`config.mk`:
```
export PLATFORM = sky130hd
export DESIGN_NAME = bus_slave_responder
export DESIGN_NICKNAME = d
export VERILOG_FILES = /design/src/rtl/bus_slave_responder.sv
export SDC_FILE = /design/constraint.sdc
export NUM_CORES = 1
export LEC_CHECK = 0
export CAP_MARGIN = 20
export CORE_ASPECT_RATIO = 1.5
export CORE_UTILIZATION = 40
export CTS_CLUSTER_DIAMETER = 100
export DETAILED_ROUTE_END_ITERATION = 7
export GPL_ROUTABILITY_DRIVEN = 0
export HOLD_SLACK_MARGIN = 0.1
export PLACE_DENSITY = 0.64
export SLEW_MARGIN = 20
export SYNTH_ARGS = -nofsm -noshare
export SYNTH_HDL_FRONTEND = slang
export SYNTH_SLANG_ARGS = --single-unit
```
`constraint.sdc`:
```
create_clock -name i_clk -period 10.4 [get_ports i_clk]
set_input_delay 2.08 -clock i_clk [delete_from_list [all_inputs] [get_ports i_clk]]
set_output_delay 2.08 -clock i_clk [all_outputs]
set_load 0.005 [all_outputs]
```
`src/rtl/bus_slave_responder.sv`:
```
// bus_slave_responder: word-addressed register file target behind the bus initiator.
// Latency: a request accepted at edge N gives rsp_valid from after edge N; one transaction per 2 cycles at best.
// Backpressure: req_ready is low while a response is pending; the response is held until rsp_ready.
// Optional feature macro: BUS_SLAVE_ADDR_CHECK_EN. When defined, out-of-range addresses return rsp_err;
// when undefined, addresses wrap modulo DEPTH and rsp_err is tied low.
module bus_slave_responder #(
  parameter int ADDR_W = 8,
  parameter int DATA_W = 32,
  parameter int DEPTH  = 16
) (
  input  logic              i_clk,
  input  logic              i_rst,
  input  logic              i_req_valid,
  output logic              o_req_ready,
  input  logic              i_req_write,
  input  logic [ADDR_W-1:0] i_req_addr,
  input  logic [DATA_W-1:0] i_req_data,
  output logic              o_rsp_valid,
  input  logic              i_rsp_ready,
  output logic [DATA_W-1:0] o_rsp_data,
  output logic              o_rsp_err,
  output logic [15:0]       o_wr_count
);

  localparam int IDX_W = (DEPTH > 1) ? $clog2(DEPTH) : 1;

  typedef enum logic {
    S_IDLE = 1'b0,
    S_RESP = 1'b1
  } state_t;

  state_t              r_state;
  state_t              w_state_nxt;
  logic [DATA_W-1:0]   r_mem [DEPTH];
  logic [DATA_W-1:0]   r_rsp_data;
  logic                r_rsp_err;
  logic [15:0]         r_wr_count;

  logic                w_accept;
  logic                w_addr_ok;
  logic [IDX_W-1:0]    w_idx;
  logic                w_unused_addr;

  // Low address bits select the register; upper bits only matter to the range check.
  assign w_idx         = i_req_addr[IDX_W-1:0];
  assign w_unused_addr = ^i_req_addr;

`ifdef BUS_SLAVE_ADDR_CHECK_EN
  // Addresses at or beyond DEPTH are rejected rather than aliased.
  assign w_addr_ok = ({1'b0, i_req_addr} < (ADDR_W+1)'(DEPTH));
`else
  // Addresses alias modulo DEPTH, so every request is valid.
  assign w_addr_ok = 1'b1;
`endif

  assign w_accept   = i_req_valid && o_req_ready;
  assign o_rsp_data = r_rsp_data;
  assign o_rsp_err  = r_rsp_err;
  assign o_wr_count = r_wr_count;

  // State register; reset drops any pending response without a handshake.
  always_ff @(posedge i_clk) begin
    if (i_rst) begin
      r_state <= S_IDLE;
    end else begin
      r_state <= w_state_nxt;
    end
  end

  // Next state and handshake outputs; ready is held low throughout reset.
  always_comb begin
    w_state_nxt = r_state;
    o_req_ready = 1'b0;
    o_rsp_valid = 1'b0;
    case (r_state)
      S_IDLE: begin
        o_req_ready = !i_rst;
        if (w_accept) begin
          w_state_nxt = S_RESP;
        end
      end
      S_RESP: begin
        o_rsp_valid = 1'b1;
        if (i_rsp_ready) begin
          w_state_nxt = S_IDLE;
        end
      end
      default: begin
        w_state_nxt = S_IDLE;
      end
    endcase
  end

  // Register file: cleared by reset, written only by accepted in-range writes.
  always_ff @(posedge i_clk) begin
    if (i_rst) begin
      for (int i = 0; i < DEPTH; i++) begin
        r_mem[i] <= '0;
      end
    end else if (w_accept && i_req_write && w_addr_ok) begin
      r_mem[w_idx] <= i_req_data;
    end
  end

  // Response capture on accept plus the saturating write counter.
  always_ff @(posedge i_clk) begin
    if (i_rst) begin
      r_rsp_data <= '0;
      r_rsp_err  <= 1'b0;
      r_wr_count <= '0;
    end else if (w_accept) begin
      r_rsp_data <= (!i_req_write && w_addr_ok) ? r_mem[w_idx] : '0;
`ifdef BUS_SLAVE_ADDR_CHECK_EN
      r_rsp_err  <= !w_addr_ok;
`else
      r_rsp_err  <= 1'b0;
`endif
      if (i_req_write && w_addr_ok && (r_wr_count != 16'hFFFF)) begin
        r_wr_count <= r_wr_count + 16'd1;
      end
    end
  end

endmodule

```
==> flow_metrics.tcl, run 1 <==
set metrics [dict create \
    synthDistinctLibCells 46 \
    holdPathStages 2 \
    postCtsSetupBuffers 0 \
    floorplan.core_area_mm2 0.0611 \
    cts_htree_levels 2 \
    outcome "completed" \
    floorplan.initialDensity_pct 40.5 \
    synthMuxAreaShare_pct 13.0 \
    drt_wl_total_um 62400 \
    ir_drop_mv 0.103 \
    cts_hold_buffers 0 \
    clock_tree_buffer_depth 3 \
    hold_viol 0 \
    powerDensity_mw_per_mm2 173 \
    maxClockFrequency_mhz 167 \
    clock_tree_from_tritoncts "built" \
    criticalPathCategory "input pin to flop" \
    synth_compound_area_share_pct 3.02 \
    r2r.worst_path.cells 6 \
    vias_per_cell 5.55 \
    post_synth.cell_area_avg_um2 15.5 \
    timing.final.crit_share_pct 57.6 \
    drc 0 \
    skew_pair_late_insertion_delay_ns 0.59 \
    globalRouteOverflowTotal 0 \
    max_slew_violation_count 0 \
    vias 13726 \
    cts_root_buf "clkbuf_16" \
    syn-num-nets 1640 \
    detail_route.wl_per_cell_um 25.2 \
    worst_ep_arrival_time_ns 6.24 \
    synth_edf_count 512 \
    post_synthesis_adder_cell_area_fraction_pct 0.0506 \
    final_core_utilization_pct 46.5 \
    cts_inserted_buffers 51 \
    finClkSkew_ns 0.0132 \
    totalNegativeSetupSlack_ns 0 \
    worst_slew_pin_slew_ns 1.14 \
    met3WireLength_um 3480 \
    layout.cells.non_filler 2474 \
    timing.hold.worst.class "flop to flop" \
    path_max_fanout 69 \
    timing.critical_path.required_ns 10.65 \
    wire_length_of_the_first_global_routing_pass_um 92000 \
    timing.final.crit_period_ns 5.99 \
    finish.net_count 1688 \
    dr.pass1.iters 5 \
    regToRegStartpoint "r_state" \
    synth_seq_cells 561 \
    wl_met2_um 34500 \
    largest_family_of_logic_cells_by_synthesized_area "simple AND/OR/NAND/NOR gates" \
    min_from "o_rsp_data[29]" \
    synth-async-reset-ratio_pct 0 \
    route.top_layer_used "met4" \
    drive_gt1_share_pct 16.9 \
    grt_setup_unrepaired "false" \
    postSynthCellCount 1594 \
    detail_route.iter0.violations 1204 \
    buffer_ports.inserted 90 \
    ys_seq_area_share_pct 66.2 \
    antenna_violations_before_repair 1 \
    rrSetupSlack_ns 6.49 \
    setup-violations-final 0 \
    share_of_synthesized_cell_area_in_and_or_nand_and_nor_gates_pct 15.5 \
    cap_violations 0 \
    drt-met1-wl_um 21700 \
    post_placement_cell_count 2379 \
    netlist_area_mm2 0.0247 \
    path_clk_slew_ns 0.06 \
    post_cts_resize_count 0 \
    die_h_um 306 \
    first_global_vias 14489 \
    slew-limit-headroom_pct 23.7 \
    crit_path_start_kind "input pin" \
    die_outline_area_mm2 0.0628 \
    synth-warning-count 0 \
    power_leakage_uw 0.00986 \
    critical_path.reg2reg.endpoint "r_mem[1][9]" \
    min_delay_worst_endpoint "o_rsp_data[29]" \
    power_uw 4910 \
    overall_die_width_um 205 \
    crit_path_end_kind "flop" \
    grtUsageTotal_pct 20.3 \
    grt_max_degree 70 \
    inserted_diodes 0 \
    clock_sink_count 561 \
    std_cell_rows 111 \
    ioPinCount 96 \
    post-dp-hpwl_um 33900 \
    synthXorXnorAreaFrac_pct 0 \
    syn2layout_area_growth_pct 14.9 \
    ant_nets 0 \
    synth_flop_cell "edfxtp_1" \
]
-- logic make-up after synthesis --
logic type                 Yosys count
and+or+nand+nor                    622
other                                1
muxes                              161
DFF                                561
adders and majority gates            1
buffers and inverters              140
AOI/OAI and AO/OA                  108
-- metal layers --
| layer | track usage [%] | vias up |
|---|---|---|
| met1 | 22.0 | 7137 |
| met2 | 38.4 | 432 |
| met4 | 8.70 | 0 |
| met5 | 0 | - |
| met3 | 3.29 | 138 |
| li1 | - | 6019 |
-- critical path, cell delays in order --
cell	delay (ns)
buf_6	0.56
buf_4	0.90
nand3_1	0.68
nor3_4	0.27
buf_4	0.48
or2_2	0.61
buf_4	0.44
-- worst max-delay path by stage --
stage,to,slack (ns),cells past startpoint,from
after floorplan,r_mem[12][0],4.81,4,i_rst
after global placement,r_mem[2][14],3.85,7,i_req_addr[1]
after detailed placement,r_mem[2][15],3.80,7,i_req_addr[1]
after CTS,r_mem[2][14],4.43,7,i_req_addr[1]
after global routing,r_mem[2][16],4.26,7,i_req_addr[1]
final,r_mem[2][14],4.41,7,i_req_addr[1]
-- synthesized netlist by cell type (3+ instances only) --
| cell type | count | area (um2) |
|---|---|---|
| o41ai_1 | 4 | 35.0 |
| or3_1 | 9 | 56.3 |
| dfxtp_1 | 49 | 981 |
| mux4_2 | 128 | 2880 |
| clkbuf_1 | 100 | 375 |
| or4_1 | 6 | 45.0 |
| clkbuf_2 | 3 | 15.0 |
| nor2_2 | 6 | 37.5 |
| o211ai_1 | 32 | 240 |
| a21oi_1 | 13 | 65.1 |
| nor3_2 | 4 | 40.0 |
| nor2_1 | 11 | 41.3 |
| o31ai_1 | 6 | 45.0 |
| mux2i_1 | 32 | 320 |
| and4_1 | 3 | 26.3 |
| buf_2 | 26 | 130 |
| edfxtp_1 | 512 | 15400 |
| and2_1 | 512 | 3200 |
| nand4_1 | 7 | 43.8 |
| buf_1 | 5 | 18.8 |
| or2_2 | 4 | 25.0 |
| nand3_1 | 9 | 45.0 |
| inv_1 | 5 | 18.8 |
| a22oi_1 | 32 | 240 |
| o21ai_0 | 16 | 80.1 |
| nand2_1 | 37 | 139 |
-- final cells by class --
| cell class | instances | area, um2 |
|---|---|---|
| clock buffers | 68 | 1400 |
| clock inverters | 26 | 408 |
| fillers | 5283 | 32700 |
| inverters | 5 | 18.8 |
| multi-input cells | 893 | 8010 |
| flip-flops and latches | 561 | 16400 |
| well taps | 791 | 990 |
| repair buffers | 130 | 1220 |
-- layout by cell type (no fill, tap or decap), drive strengths merged, types with 13 or more instances in the layout --
master,n
a22oi,32
edfxtp,512
o21ai,16
dfxtp,49
and2,512
mux2i,32
clkinv,13
nor2,17
o211ai,32
buf,42
nand2,37
clkdlybuf4s50,87
mux4,128
a21oi,13
clkbuf,69
-- flip-flops by register name, summed over array words and instances (netlist names) --
| signal | flops |
|---|---|
| r_mem | 512 |
| o_rsp_data | 32 |
| o_wr_count | 16 |
| r_state | 1 |
-- metrics by stage --
stage / cell area, um2 / setup WS (ns) / hold WS (ns)
5_1_grt: 28400 / 4.26 / 0.501
6_report: 28400 / 4.41 / 0.478
3_3_place_gp: 26600 / 3.85 / 0.457
4_1_cts: 28400 / 4.43 / 0.477
2_1_floorplan: 24700 / 4.81 / 0.467
3_5_place_dp: 26600 / 3.80 / 0.459
-- where the power goes --
group / internal [uW] / leakage, uW / switching [uW] / total, uW
Sequential: 2540 / 0.00559 / 25.4 / 2570
Combinational: 120 / 0.00341 / 175 / 295
Clock: 1220 / 0.000869 / 824 / 2040
Total: 3880 / 0.00986 / 1020 / 4910
(Power assumes the default switching activity.)
==> run 2: changes to the inputs <==
- PLACE_DENSITY: 0.64 -> 0.66
- clock period: 10.4 -> 5.2 ns (I/O delays scaled with it)
==> run 2 against run 1 <==
- non-clock buffer count is 17 higher
- via count grew 1.6%
- sequential cell count stayed put
- critical path depth decreased by 1
- routed wire length up 4.7%
- die area unchanged
- register-to-register slack lost 4.1 ns
- clock skew is essentially flat
- largest power group unchanged
==> flow_metrics.tcl, run 2 (same netlist as run 1, synthesis figures left out) <==
set metrics [dict create \
    worst_ep_arrival_time_ns 3.78 \
    power.share.switching_pct 21.8 \
    overall_die_width_um 205 \
    drt_wl_total_um 65300 \
    max_slew_violation_count 0 \
    timing.critical_path.slowest_stage_cell "o21ai_4" \
    crit_chain "clkdlybuf4s50_1 > buf_4 > and4bb_2 > nand3_1 > o21ai_4 > buf_12" \
    drive_gt1_share_pct 17.3 \
    ir_drop_mv 0.227 \
    power.internal_uw 7530 \
    power_leakage_uw 0.00996 \
    finalWorstSetupSlack_ns 1.72 \
    total_switching_power_uw 2100 \
    vias_per_cell 5.60 \
    std_cell_rows 111 \
    crit_path_end_kind "flop" \
    regToRegStartpoint "r_state" \
    met3WireLength_um 3540 \
    cts_root_buf "clkbuf_16" \
    vias 13951 \
    slew-limit-headroom_pct 23.1 \
    detail_route.iter0.violations 1457 \
    ioPinCount 96 \
    regMostFlops "r_mem" \
    setup-violations-final 0 \
    first_global_vias 14438 \
    pre_cts_ws_ns 1.09 \
    syn2layout_area_growth_pct 15.6 \
    dr.pass1.iters 5 \
    finish.net_count 1706 \
    grt_setup_unrepaired "false" \
    criticalPathCategory "input pin to flop" \
    globalRouteOverflowTotal 0 \
    cp_slowest_stage_delay_ns 0.82 \
    clock_tree_from_tritoncts "built" \
    grt_max_degree 73 \
    ant_nets 0 \
    clock_sink_count 561 \
    die_h_um 306 \
    cts_inserted_buffers 52 \
    wire_length_of_the_first_global_routing_pass_um 95100 \
    buffer_ports.inserted 90 \
    final_core_utilization_pct 46.8 \
    drc 0 \
    timing.final.crit_period_ns 3.48 \
    post-dp-hpwl_um 37600 \
    path_clk_slew_ns 0.06 \
    skew_pair_late_insertion_delay_ns 0.61 \
    power_uw 9620 \
    detail_route.wl_per_cell_um 26.2 \
    outcome "completed" \
    wl_met2_um 35900 \
    finClkSkew_ns 0.0134 \
    layout.filler_cells 5261 \
    timing.final.crit_share_pct 66.9 \
    cap_violations 0 \
    hold_viol 0 \
    path_max_fanout 20 \
    totalNegativeSetupSlack_ns 0 \
    min_from "o_rsp_data[2]" \
    cts_htree_levels 2 \
    antenna_violations_before_repair 3 \
    maxClockFrequency_mhz 287 \
    die_outline_area_mm2 0.0628 \
    most-common-layout-cells "and2_1, edfxtp_1, mux4_2" \
    floorplan.core_area_mm2 0.0611 \
    post_cts_resize_count 0 \
    max_ffs_per_register 512 \
    powerDensity_mw_per_mm2 337 \
    floorplan.initialDensity_pct 40.5 \
    crit_path_start_kind "input pin" \
    drt-met1-wl_um 24000 \
    seq_power_share_pct 53.4 \
    postCtsSetupBuffers 0 \
    worst_slew_pin_slew_ns 1.15 \
    clock_tree_buffer_depth 3 \
    timing.hold.worst.class "flop to flop" \
    timing.critical_path.required_ns 5.50 \
    route.top_layer_used "met5" \
    start_point_of_the_critical_path "i_rst" \
    power.clock.fraction_pct 40.2 \
    grtUsageTotal_pct 21.1 \
    p_comb_share_pct 6.5 \
    cts_hold_buffers 0 \
]
[run 2: changes by cell type in the layout (fill, tap and decap cells not counted), sizes merged]
cell,delta
buf,+17
diode,+1
clkbuf,+6
clkinvlp,-3
clkinv,-1
inv,+4
bufinv,-5
[run 2: per-stage QoR]
stage                     area [um2]  hold WS (ns)  instances
after floorplan                24700         0.467       1594
after global placement         26900         0.458       2396
after detailed placement       26900         0.467       2397
after CTS                      28600         0.481       2492
after global routing           28600         0.510       2492
final                          28600         0.473       2493
[run 2: cell type report]
type | instances | area, um2 | share of cell area [%]
Sequential cell | 561 | 16400 | 57.2
Multi-Input combinational cell | 893 | 8000 | 28.0
Timing Repair Buffer | 147 | 1530 | 5.34
Clock buffer | 74 | 1400 | 4.91
Tap cell | 791 | 990 | 3.46
Clock inverter | 21 | 283 | 0.990
Inverter | 5 | 18.8 | 0.0657
Antenna cell | 1 | 2.50 | 0.00876
[run 2: critical path: cells and delay by family]
family / cells / cell delay (ns)
simple gates: 2 / 0.94
buf+inv: 3 / 0.91
compound gates: 1 / 0.82
[run 2: power by group through the flow]
stage,registers (uW),clock network (uW),logic [uW]
2_1_floorplan,5220,0,348
3_3_place_gp,5220,0,623
3_5_place_dp,5230,0,629
4_1_cts,5140,3920,631
5_1_grt,5150,4080,657
6_report,5140,3860,622
[run 2: routing by layer]
metal / GRT usage, % / vias up
li1: - / 6060
met1: 24.7 / 7294
met2: 39.1 / 491
met3: 3.01 / 104
met4: 7.05 / 2
met5: 0 / -
[run 2: worst paths after layout]
path / to / depth (start not counted) / slack [ns]
hold reg to reg: o_rsp_data[2] / 2 / 0.47
setup reg to reg: r_mem[6][24] / 4 / 2.36
setup / recovery: r_mem[6][24] / 6 / 1.72
hold / removal: o_rsp_data[2] / 2 / 0.47
